===== src/rtl/pc_pkg.sv =====
// Shared constants and next-pc source encoding for the fetch-stage program counter.
package pc_pkg;

   localparam int PC_ADDR_W_DEFAULT      = 8;
   localparam int PC_STACK_DEPTH_DEFAULT = 4;

   typedef logic [2:0] pc_src_t;

   localparam pc_src_t PC_SRC_HOLD   = 3'd0;
   localparam pc_src_t PC_SRC_RET    = 3'd1;
   localparam pc_src_t PC_SRC_CALL   = 3'd2;
   localparam pc_src_t PC_SRC_LOAD   = 3'd3;
   localparam pc_src_t PC_SRC_BRANCH = 3'd4;
   localparam pc_src_t PC_SRC_INC    = 3'd5;

   // Fixed priority: stall > ret > call > load > branch > increment.
   function automatic pc_src_t pc_select(
      input logic stall,
      input logic ret,
      input logic call,
      input logic load,
      input logic branch_en
   );
      pc_src_t src;
      src = PC_SRC_INC;
      if (stall)          src = PC_SRC_HOLD;
      else if (ret)       src = PC_SRC_RET;
      else if (call)      src = PC_SRC_CALL;
      else if (load)      src = PC_SRC_LOAD;
      else if (branch_en) src = PC_SRC_BRANCH;
      return src;
   endfunction

endpackage


===== src/rtl/pc_if.sv =====
// Control/status bundle between the decode/branch unit (master) and the program counter (slave).
interface pc_if
   import pc_pkg::*;
#(
   parameter int ADDR_W = PC_ADDR_W_DEFAULT
) ();

   logic              stall;
   logic              load;
   logic [ADDR_W-1:0] load_addr;
   logic              branch_en;
   logic [ADDR_W-1:0] branch_off;
   logic              call;
   logic              ret;
   logic [ADDR_W-1:0] pc;
   logic              stack_full;
   logic              stack_empty;
   logic              overflow;
   logic              underflow;

   modport master (
      output stall, load, load_addr, branch_en, branch_off, call, ret,
      input  pc, stack_full, stack_empty, overflow, underflow
   );

   modport slave (
      input  stall, load, load_addr, branch_en, branch_off, call, ret,
      output pc, stack_full, stack_empty, overflow, underflow
   );

endinterface


===== src/rtl/return_stack.sv =====
// LIFO of return addresses; count is reset asynchronously, entries are left untouched.
module return_stack #(
   parameter int W     = 8,
   parameter int DEPTH = 4,
   localparam int CNT_W = $clog2(DEPTH + 1),
   localparam int IDX_W = (DEPTH > 1) ? $clog2(DEPTH) : 1
) (
   input  logic             clk,
   input  logic             rst,
   input  logic             push,
   input  logic             pop,
   input  logic [W-1:0]     push_dat,
   output logic [W-1:0]     top,
   output logic [CNT_W-1:0] count,
   output logic             full,
   output logic             empty
);

   logic [W-1:0] mem [DEPTH];

   assign full  = (count == CNT_W'(DEPTH));
   assign empty = (count == '0);

   always_ff @(posedge clk or posedge rst) begin
      if (rst) begin
         count <= '0;
      end else if (push && !full) begin
         count <= count + CNT_W'(1);
      end else if (pop && !empty) begin
         count <= count - CNT_W'(1);
      end
   end

   always_ff @(posedge clk) begin
      if (push && !full) begin
         mem[IDX_W'(count)] <= push_dat;
      end
   end

   // Only meaningful while not empty; the wrapped index when empty is never consumed.
   assign top = mem[IDX_W'(count - CNT_W'(1))];

endmodule


===== src/rtl/program_counter_unit.sv =====
// Fetch-stage program counter: prioritised next-pc select, call/return stack, sticky stack errors.
module program_counter_unit
   import pc_pkg::*;
#(
   parameter int ADDR_W      = PC_ADDR_W_DEFAULT,
   parameter int STACK_DEPTH = PC_STACK_DEPTH_DEFAULT,
   parameter int RESET_ADDR  = 0
) (
   input logic clk,
   input logic rst,
   pc_if.slave bus
);

   localparam int CNT_W = $clog2(STACK_DEPTH + 1);

   pc_src_t           src;
   logic [ADDR_W-1:0] pc_q;
   logic [ADDR_W-1:0] pc_d;
   logic [ADDR_W-1:0] pc_inc;
   logic [ADDR_W-1:0] stk_top;
   logic [CNT_W-1:0]  stk_count;
   logic              stk_full;
   logic              stk_empty;
   logic              push;
   logic              pop;
   logic              ovf_q;
   logic              unf_q;

   assign src    = pc_select(bus.stall, bus.ret, bus.call, bus.load, bus.branch_en);
   assign pc_inc = pc_q + ADDR_W'(1);

   always_comb begin
      pc_d = pc_inc;
      push = 1'b0;
      pop  = 1'b0;
      case (src)
         PC_SRC_HOLD: pc_d = pc_q;
         PC_SRC_RET: begin
            if (!stk_empty) begin
               pc_d = stk_top;
               pop  = 1'b1;
            end
         end
         // A call into a full stack degrades to a plain increment.
         PC_SRC_CALL: begin
            if (!stk_full) begin
               pc_d = bus.load_addr;
               push = 1'b1;
            end
         end
         PC_SRC_LOAD:   pc_d = bus.load_addr;
         PC_SRC_BRANCH: pc_d = pc_q + bus.branch_off;
         default:       pc_d = pc_inc;
      endcase
   end

   return_stack #(
      .W     (ADDR_W),
      .DEPTH (STACK_DEPTH)
   ) u_stack (
      .clk      (clk),
      .rst      (rst),
      .push     (push),
      .pop      (pop),
      .push_dat (pc_inc),
      .top      (stk_top),
      .count    (stk_count),
      .full     (stk_full),
      .empty    (stk_empty)
   );

   always_ff @(posedge clk or posedge rst) begin
      if (rst) begin
         pc_q  <= ADDR_W'(RESET_ADDR);
         ovf_q <= 1'b0;
         unf_q <= 1'b0;
      end else begin
         pc_q <= pc_d;
         if (src == PC_SRC_CALL && stk_full) begin
            ovf_q <= 1'b1;
         end
         if (src == PC_SRC_RET && stk_empty) begin
            unf_q <= 1'b1;
         end
      end
   end

   count_in_range: assert property (@(posedge clk) disable iff (rst)
      stk_count <= CNT_W'(STACK_DEPTH));

   assign bus.pc          = pc_q;
   assign bus.stack_full  = stk_full;
   assign bus.stack_empty = stk_empty;
   assign bus.overflow    = ovf_q;
   assign bus.underflow   = unf_q;

endmodule


===== src/flat_wrapper.sv =====
// flat-port wrapper written by rule: the top's interface ports become plain ports
module program_counter_unit_flat import pc_pkg::*;
#(
   parameter int ADDR_W      = PC_ADDR_W_DEFAULT,
   parameter int STACK_DEPTH = PC_STACK_DEPTH_DEFAULT,
   parameter int RESET_ADDR  = 0
)
  (clk, rst, bus_stall, bus_load, bus_load_addr, bus_branch_en, bus_branch_off, bus_call, bus_ret, bus_pc, bus_stack_full, bus_stack_empty, bus_overflow, bus_underflow);
  pc_if #(.ADDR_W(ADDR_W)) bus_i ();
  input logic clk;
  input logic rst;
  input wire logic [$bits(bus_i.stall)-1:0] bus_stall;
  input wire logic [$bits(bus_i.load)-1:0] bus_load;
  input wire logic [$bits(bus_i.load_addr)-1:0] bus_load_addr;
  input wire logic [$bits(bus_i.branch_en)-1:0] bus_branch_en;
  input wire logic [$bits(bus_i.branch_off)-1:0] bus_branch_off;
  input wire logic [$bits(bus_i.call)-1:0] bus_call;
  input wire logic [$bits(bus_i.ret)-1:0] bus_ret;
  output wire logic [$bits(bus_i.pc)-1:0] bus_pc;
  output wire logic [$bits(bus_i.stack_full)-1:0] bus_stack_full;
  output wire logic [$bits(bus_i.stack_empty)-1:0] bus_stack_empty;
  output wire logic [$bits(bus_i.overflow)-1:0] bus_overflow;
  output wire logic [$bits(bus_i.underflow)-1:0] bus_underflow;
  assign bus_i.stall = bus_stall;
  assign bus_i.load = bus_load;
  assign bus_i.load_addr = bus_load_addr;
  assign bus_i.branch_en = bus_branch_en;
  assign bus_i.branch_off = bus_branch_off;
  assign bus_i.call = bus_call;
  assign bus_i.ret = bus_ret;
  assign bus_pc = bus_i.pc;
  assign bus_stack_full = bus_i.stack_full;
  assign bus_stack_empty = bus_i.stack_empty;
  assign bus_overflow = bus_i.overflow;
  assign bus_underflow = bus_i.underflow;
  program_counter_unit #(.ADDR_W(ADDR_W), .STACK_DEPTH(STACK_DEPTH), .RESET_ADDR(RESET_ADDR)) u_core (.clk(clk), .rst(rst), .bus(bus_i));
endmodule

===== config.mk =====
export PLATFORM = sky130hd
export DESIGN_NAME = program_counter_unit_flat
export DESIGN_NICKNAME = d
export VERILOG_FILES = /design/src/rtl/pc_pkg.sv /design/src/rtl/pc_if.sv /design/src/rtl/return_stack.sv /design/src/rtl/program_counter_unit.sv /design/src/flat_wrapper.sv
export SDC_FILE = /design/constraint.sdc
export NUM_CORES = 1
export LEC_CHECK = 0
export ABC_CLOCK_PERIOD_IN_PS = 4700
export BUFFER_PORTS_ARGS = -buffer_cell sky130_fd_sc_hd__buf_2
export CAP_MARGIN = 0
export CORE_UTILIZATION = 61
export DETAILED_ROUTE_END_ITERATION = 10
export PLACE_DENSITY = 0.84
export SLEW_MARGIN = 20
export SYNTH_ARGS = -nofsm -noshare
export SYNTH_HDL_FRONTEND = slang
export SYNTH_SLANG_ARGS = --single-unit

===== constraint.sdc =====
create_clock -name clk -period 4.7 [get_ports clk]
set_clock_uncertainty 0.1 [all_clocks]
set_input_delay 0.94 -clock clk [delete_from_list [all_inputs] [get_ports clk]]
set_output_delay 0.94 -clock clk [all_outputs]
set_load 0.01 [all_outputs]

### Yosys cells after proc, flatten, opt, wreduce, memory -nomap -nowiden

Memory sizes are Yosys's and may differ from the RTL's.
Cells that the tools add are included.

| storage, ports and cells | value |
|---|---|
| flip-flop bits (word level) | 13 |
| latch bits | 0 |
| bits in writable memories | 32 |
| memory bits (read-only) | 0 |
| logic and storage cells | 39 |
| memories | 1 |

Memories:

| memory | words | bits a word | read ports | clocked after Yosys merged registers in | write ports | RTL line | source |
|---|---|---|---|---|---|---|---|
| u_core.u_stack.mem | 4 | 8 | 1 | 0 | 1 | return_stack.sv:19 | `logic [W-1:0] mem [DEPTH];` |

| cells by class | value |
|---|---|
| add/sub/neg operators | 4 |
| $mul | 0 |
| div/mod/pow operators | 0 |
| order comparisons | 0 |
| equality and inequality tests | 5 |
| shift operators | 0 |
| muxes and demuxes | 16 |
| bitwise operators | 0 |
| reduce and logical (&&, ||, !) cells | 9 |

Operator list:

| cell | count |
|---|---|
| $pmux 8 s5 | 1 |
| $mux 3 | 6 |
| $mux 8 | 2 |
| $add 8x1->8 const B | 1 |
| $add 8x8->8 | 1 |
| $mux 1 | 7 |
| $eq 3x2->1 const B | 2 |
| $eq 3x3->1 const B | 2 |
| $logic_not 3->1 | 2 |
| $logic_and 1x1->1 | 4 |
| $add 3x1->3 const B | 1 |
| $eq 3x1->1 const B | 1 |
| $sub 3x1->3 const B | 1 |
| $logic_not 1->1 | 2 |
| $reduce_bool 2->1 | 1 |

### Longest topological paths before layout

| logic depth | value |
|---|---|
| depth in word-level cells | 10 |
| mapped depth | 9 |

### Hierarchy

From an unflattened synthesis, not the netlist that was laid out.

| unflattened totals | value |
|---|---|
| cells, all modules | 206 |
| area, all modules | 2547.4 um2 |

Modules (own cells, without submodules):

| module | times used | cells each | area an instance (um2) |
|---|---|---|---|
| return_stack | 1 | 74 | 1453.9 |
| program_counter_unit | 1 | 132 | 1093.5 |

### Least setup slack after synthesis

Ideal clock, no wire load.

| timing path | value |
|---|---|
| kind | input-to-reg |
| from | input port bus_branch_off[0] |
| to | register u_core.pc_q[6], in the netlist u_core.bus.pc[6] |
| library setup time | 0.139 ns |
| arrival time | 2.379 ns |
| data required time | 4.461 ns |
| path slack | 2.082 ns |
| cell stages on the path | 7 |
| path buffers | 0 |
| cells stage by stage | ha_1 fa_1 a211oi_1 o21bai_1 a21oi_1 mux2i_1 a32oi_1 |

| on the way | value |
|---|---|
| cells in the longest elaborated chain, start to end | 2 |

Ends and longest elaborated chain:

| what | RTL line | source |
|---|---|---|
| start, declared | flat_wrapper.sv:16 | `input wire logic [$bits(bus_i.branch_off)-1:0] bus_branch_off;` |
| $add 8x8->8 | program_counter_unit.sv:52 | `PC_SRC_BRANCH: pc_d = pc_q + bus.branch_off;` |
| $pmux 8 s5 | program_counter_unit.sv:36 | `case (src)` |
| end signal, assigned | program_counter_unit.sv:74 | `pc_q <= ADDR_W'(RESET_ADDR);` |
| end signal, assigned | program_counter_unit.sv:78 | `pc_q <= pc_d;` |
| end, declared | program_counter_unit.sv:17 | `logic [ADDR_W-1:0] pc_q;` |

No other way between the ends.
A chain may end at the register's enable or synchronous reset.

### Final worst setup path

| timing path | value |
|---|---|
| from | register u_core.u_stack.count[0] |
| to | output port bus_stack_full |

| on the way | value |
|---|---|
| cells in the longest elaborated chain, start to end | 1 |

Ends and longest elaborated chain:

| what | RTL line | source |
|---|---|---|
| start, declared | return_stack.sv:14 | `output logic [CNT_W-1:0] count,` |
| start signal, assigned | return_stack.sv:28 | `count <= count + CNT_W'(1);` |
| start signal, assigned | return_stack.sv:30 | `count <= count - CNT_W'(1);` |
| $eq 3x3->1 | return_stack.sv:21 | `assign full = (count == CNT_W'(DEPTH));` |
| end, declared | flat_wrapper.sv:20 | `output wire logic [$bits(bus_i.stack_full)-1:0] bus_stack_full;` |

No other way between the ends.

==> results.md <==
- Die Area: 4250 um^2
- Ys Warns: 0
- Hold Startpoint: u_core.bus.underflow
- Number of setup violations in the final report: 0
- Final nets: 256
- Actual slew at the worst max-slew pin: 0.807 ns
- Post-synth cell types: 42
- Critical path required time: 3.66 ns
- Min-Delay Endpoint: u_core.bus.underflow
- Core Box Area: 3740 um^2
- Finished Core Util: 0.735
- Setup TNS: 0 ns
- Adder-cell share of the synthesized area: 0.0749
- Filler cell count: 262
- CTS tree: yes
- Final ANT Viol Nets: 0
- H-tree Lvls: 2
- Ranking of synthesized cells by area: edfxtp_1, dfrtp_1, mux4_1
- Fin crit period: 2.91 ns
- Logic pwr share: 0.413
- Tcrit/Tclk final: 0.619
- Sequential share of the synthesized area: 0.527
- Largest net degree at the start of global routing: 16
- Gr ovfl total: 0
- Commonest non-fill, non-tap cells in the layout: buf_2, edfxtp_1, ha_1, dfrtp_1, nor2_1
- Post-CTS setup repair buffer count: 0
- Ant. Diodes: 0
- Clk Latency, worst-skew pair: 0.30 ns
- Syn Area/Cell: 13.4 um^2
- Switching share of power: 0.369
- Antenna violations before repair: 0
- Final hold vios: 0
- Multiplexer share of the synthesized area: 0.0888
- P_sw: 600 uW
- Power Dens Cells: 591 nW/um^2
- Reg2reg end: u_core.bus.pc[7]
- Vias: 1655
- Area leader, netlist: edfxtp_1
- Share of cells above drive strength 1: 0.200
- Num Clock Sinks: 45
- Most common cell after layout, fill and taps aside: buf_2
- Post-synthesis simple-gate area fraction: 0.104
- Max-slew violation count: 0
- Yosys top cell area share: 0.394
- TritonCTS buffer count: 5
- Main synth FF type: edfxtp_1
- Routed WL: 5.05 mm
- P_int: 1030 uW
- # IOs: 35
- Post-Syn Area: 2440 um^2
- Max rail drop VDD: 0.336 mV
- Xor and xnor area share after synthesis: 0.0431
- Yosys reg bits: 45
- Die Y: 65.2 um
- Pre-antenna DRT Iters: 5
- WL per Instance: 18.8 um
- WP data arrival: 1.87 ns
- Worst Hold Class: register to register
- CTS clock-pin slew for the worst setup and hold paths: 0.08 ns
- WS Path Type: register to primary output
- Detailed Place HPWL: 3.73 mm
- RSZ-0062 raised after global routing: no
- Outcome: complete, no violations
- DRT iter0 DRCs: 160
- CTS resizes: 0
- Area grow syn2layout: 12.8%
- CP endpoint kind: primary output
- Static Leak: 0.00113 uW
- CTS Hold Bufs: 0
- Syn Nets: 219
- Async SR Flop Fraction: 0.289
- Die width: 65.2 um
- Worst r2r path cells: 6
- Power share of the clock group: 0.175
- Reg2reg setup slack: 1.92 ns
- Post-Synthesis Cells: 182
- CP startpoint kind: register
- Num rows: 22
- Worst flop-to-flop path startpoint: u_core.u_stack.count[0]
- Hold Path Cell Cnt: 1
- GR Util All Layers: 0.264
- Vias in the first global route: 1671
- Relative slew slack: 0.460
- Worst-path maximum fanout: 12
- Synth Area in Compound Gates: 0.135
- Starting density of the core: 0.651
- Sequential power share: 0.411
- Vias per cell: 6.18
- PortBufs: 34
- Peak Freq: 344 MHz
- Max_cap viols: 0
- First-pass GRT wire length: 8.09 mm
- Main combinational cell family by area after synthesis: compound AO/OA/AOI/OAI gates
- EDFF count, synth: 32
- RD Place Congestion: 0.827
- Clock buffer depth: 2
- Root buffer cell: clkbuf_8
- # DRC: 0
## cells by family after synthesis
group / after synthesis
buffers and inverters: 14
XOR/XNOR: 12
flip-flops: 45
AO/OA/AOI/OAI: 41
adder cells (fa/ha/maj): 14
AND/OR/NAND/NOR: 47
multiplexers: 9
## state kept, by name, summed over array words and instances (netlist names)
name	count
u_core.u_stack.mem	32
u_core.bus.pc	8
u_core.bus.underflow	1
u_core.bus.overflow	1
u_core.u_stack.count	3
## stage by stage
stage | setup WS (ns) | hold WS, ns | total power [uW] | area [um^2] | cells
after CTS | 1.77 | 0.381 | 1630 | 2750 | 268
after detailed placement | 1.87 | 0.362 | 1340 | 2640 | 260
after global routing | 1.68 | 0.405 | 1730 | 2750 | 268
after global placement | 1.87 | 0.334 | 1290 | 2640 | 260
final | 1.79 | 0.383 | 1630 | 2750 | 268
after floorplan | 2.08 | 0.384 | 1140 | 2440 | 182
## Yosys cell counts (all sizes together), types with 2 or more instances
cell type   n
edfxtp     32
dfrtp      13
ha         13
nor2       11
inv        10
xnor2       9
and2        8
mux4        8
a222oi      7
nand2       6
nand2b      6
a21o        5
a21oi       5
o211ai      5
nand3       4
o21ai       4
a211oi      3
and3        3
xor2        3
a22oi       2
buf         2
clkbuf      2
nor2b       2
nor3        2
o21a        2
o21bai      2
or4         2
## worst max path at each step
| stage | from | to | slack [ns] | cells after the start |
|---|---|---|---|---|
| floorplan | bus_branch_off[0] | u_core.bus.pc[6] | 2.08 | 7 |
| global placement | bus_branch_off[0] | u_core.bus.pc[6] | 1.87 | 8 |
| detailed placement | bus_branch_off[0] | u_core.bus.pc[6] | 1.87 | 8 |
| CTS | u_core.u_stack.count[0] | bus_stack_full | 1.77 | 4 |
| global route | u_core.u_stack.count[0] | bus_stack_full | 1.68 | 4 |
| finish | u_core.u_stack.count[0] | bus_stack_full | 1.79 | 4 |
## routing by layer
metal  routed length [um]  global-route usage  vias to the layer above
met5                    0                   0                        -
li1                     -                   -                      786
met2                 2640               0.457                       51
met3                  259              0.0503                        6
met4                   64              0.0978                        0
met1                 2090               0.329                      812
## cell type report
| class | instances | area [um^2] | area share |
|---|---|---|---|
| inverter | 10 | 37.5 | 0.0136 |
| multi-input combinational | 123 | 1090 | 0.395 |
| sequential | 45 | 1290 | 0.467 |
| tap | 48 | 60.1 | 0.0218 |
| clock buffer | 5 | 68.8 | 0.0250 |
| clock inverter | 3 | 41.3 | 0.0150 |
| timing repair buffer | 34 | 170 | 0.0618 |
## power groups by stage
stage / clock network (uW) / registers (uW) / logic (uW)
5_1_grt: 306 / 681 / 745
6_report: 285 / 669 / 672
4_1_cts: 289 / 668 / 670
3_5_place_dp: 0 / 677 / 665
2_1_floorplan: 0 / 654 / 487
3_3_place_gp: 0 / 666 / 628
## critical path, stage by stage (launching register included)
cell and delay [ns]:
dfrtp_1 0.71, inv_1 0.18, ha_1 0.28, and2_1 0.24, buf_2 0.17
(Power assumes the default switching activity.)
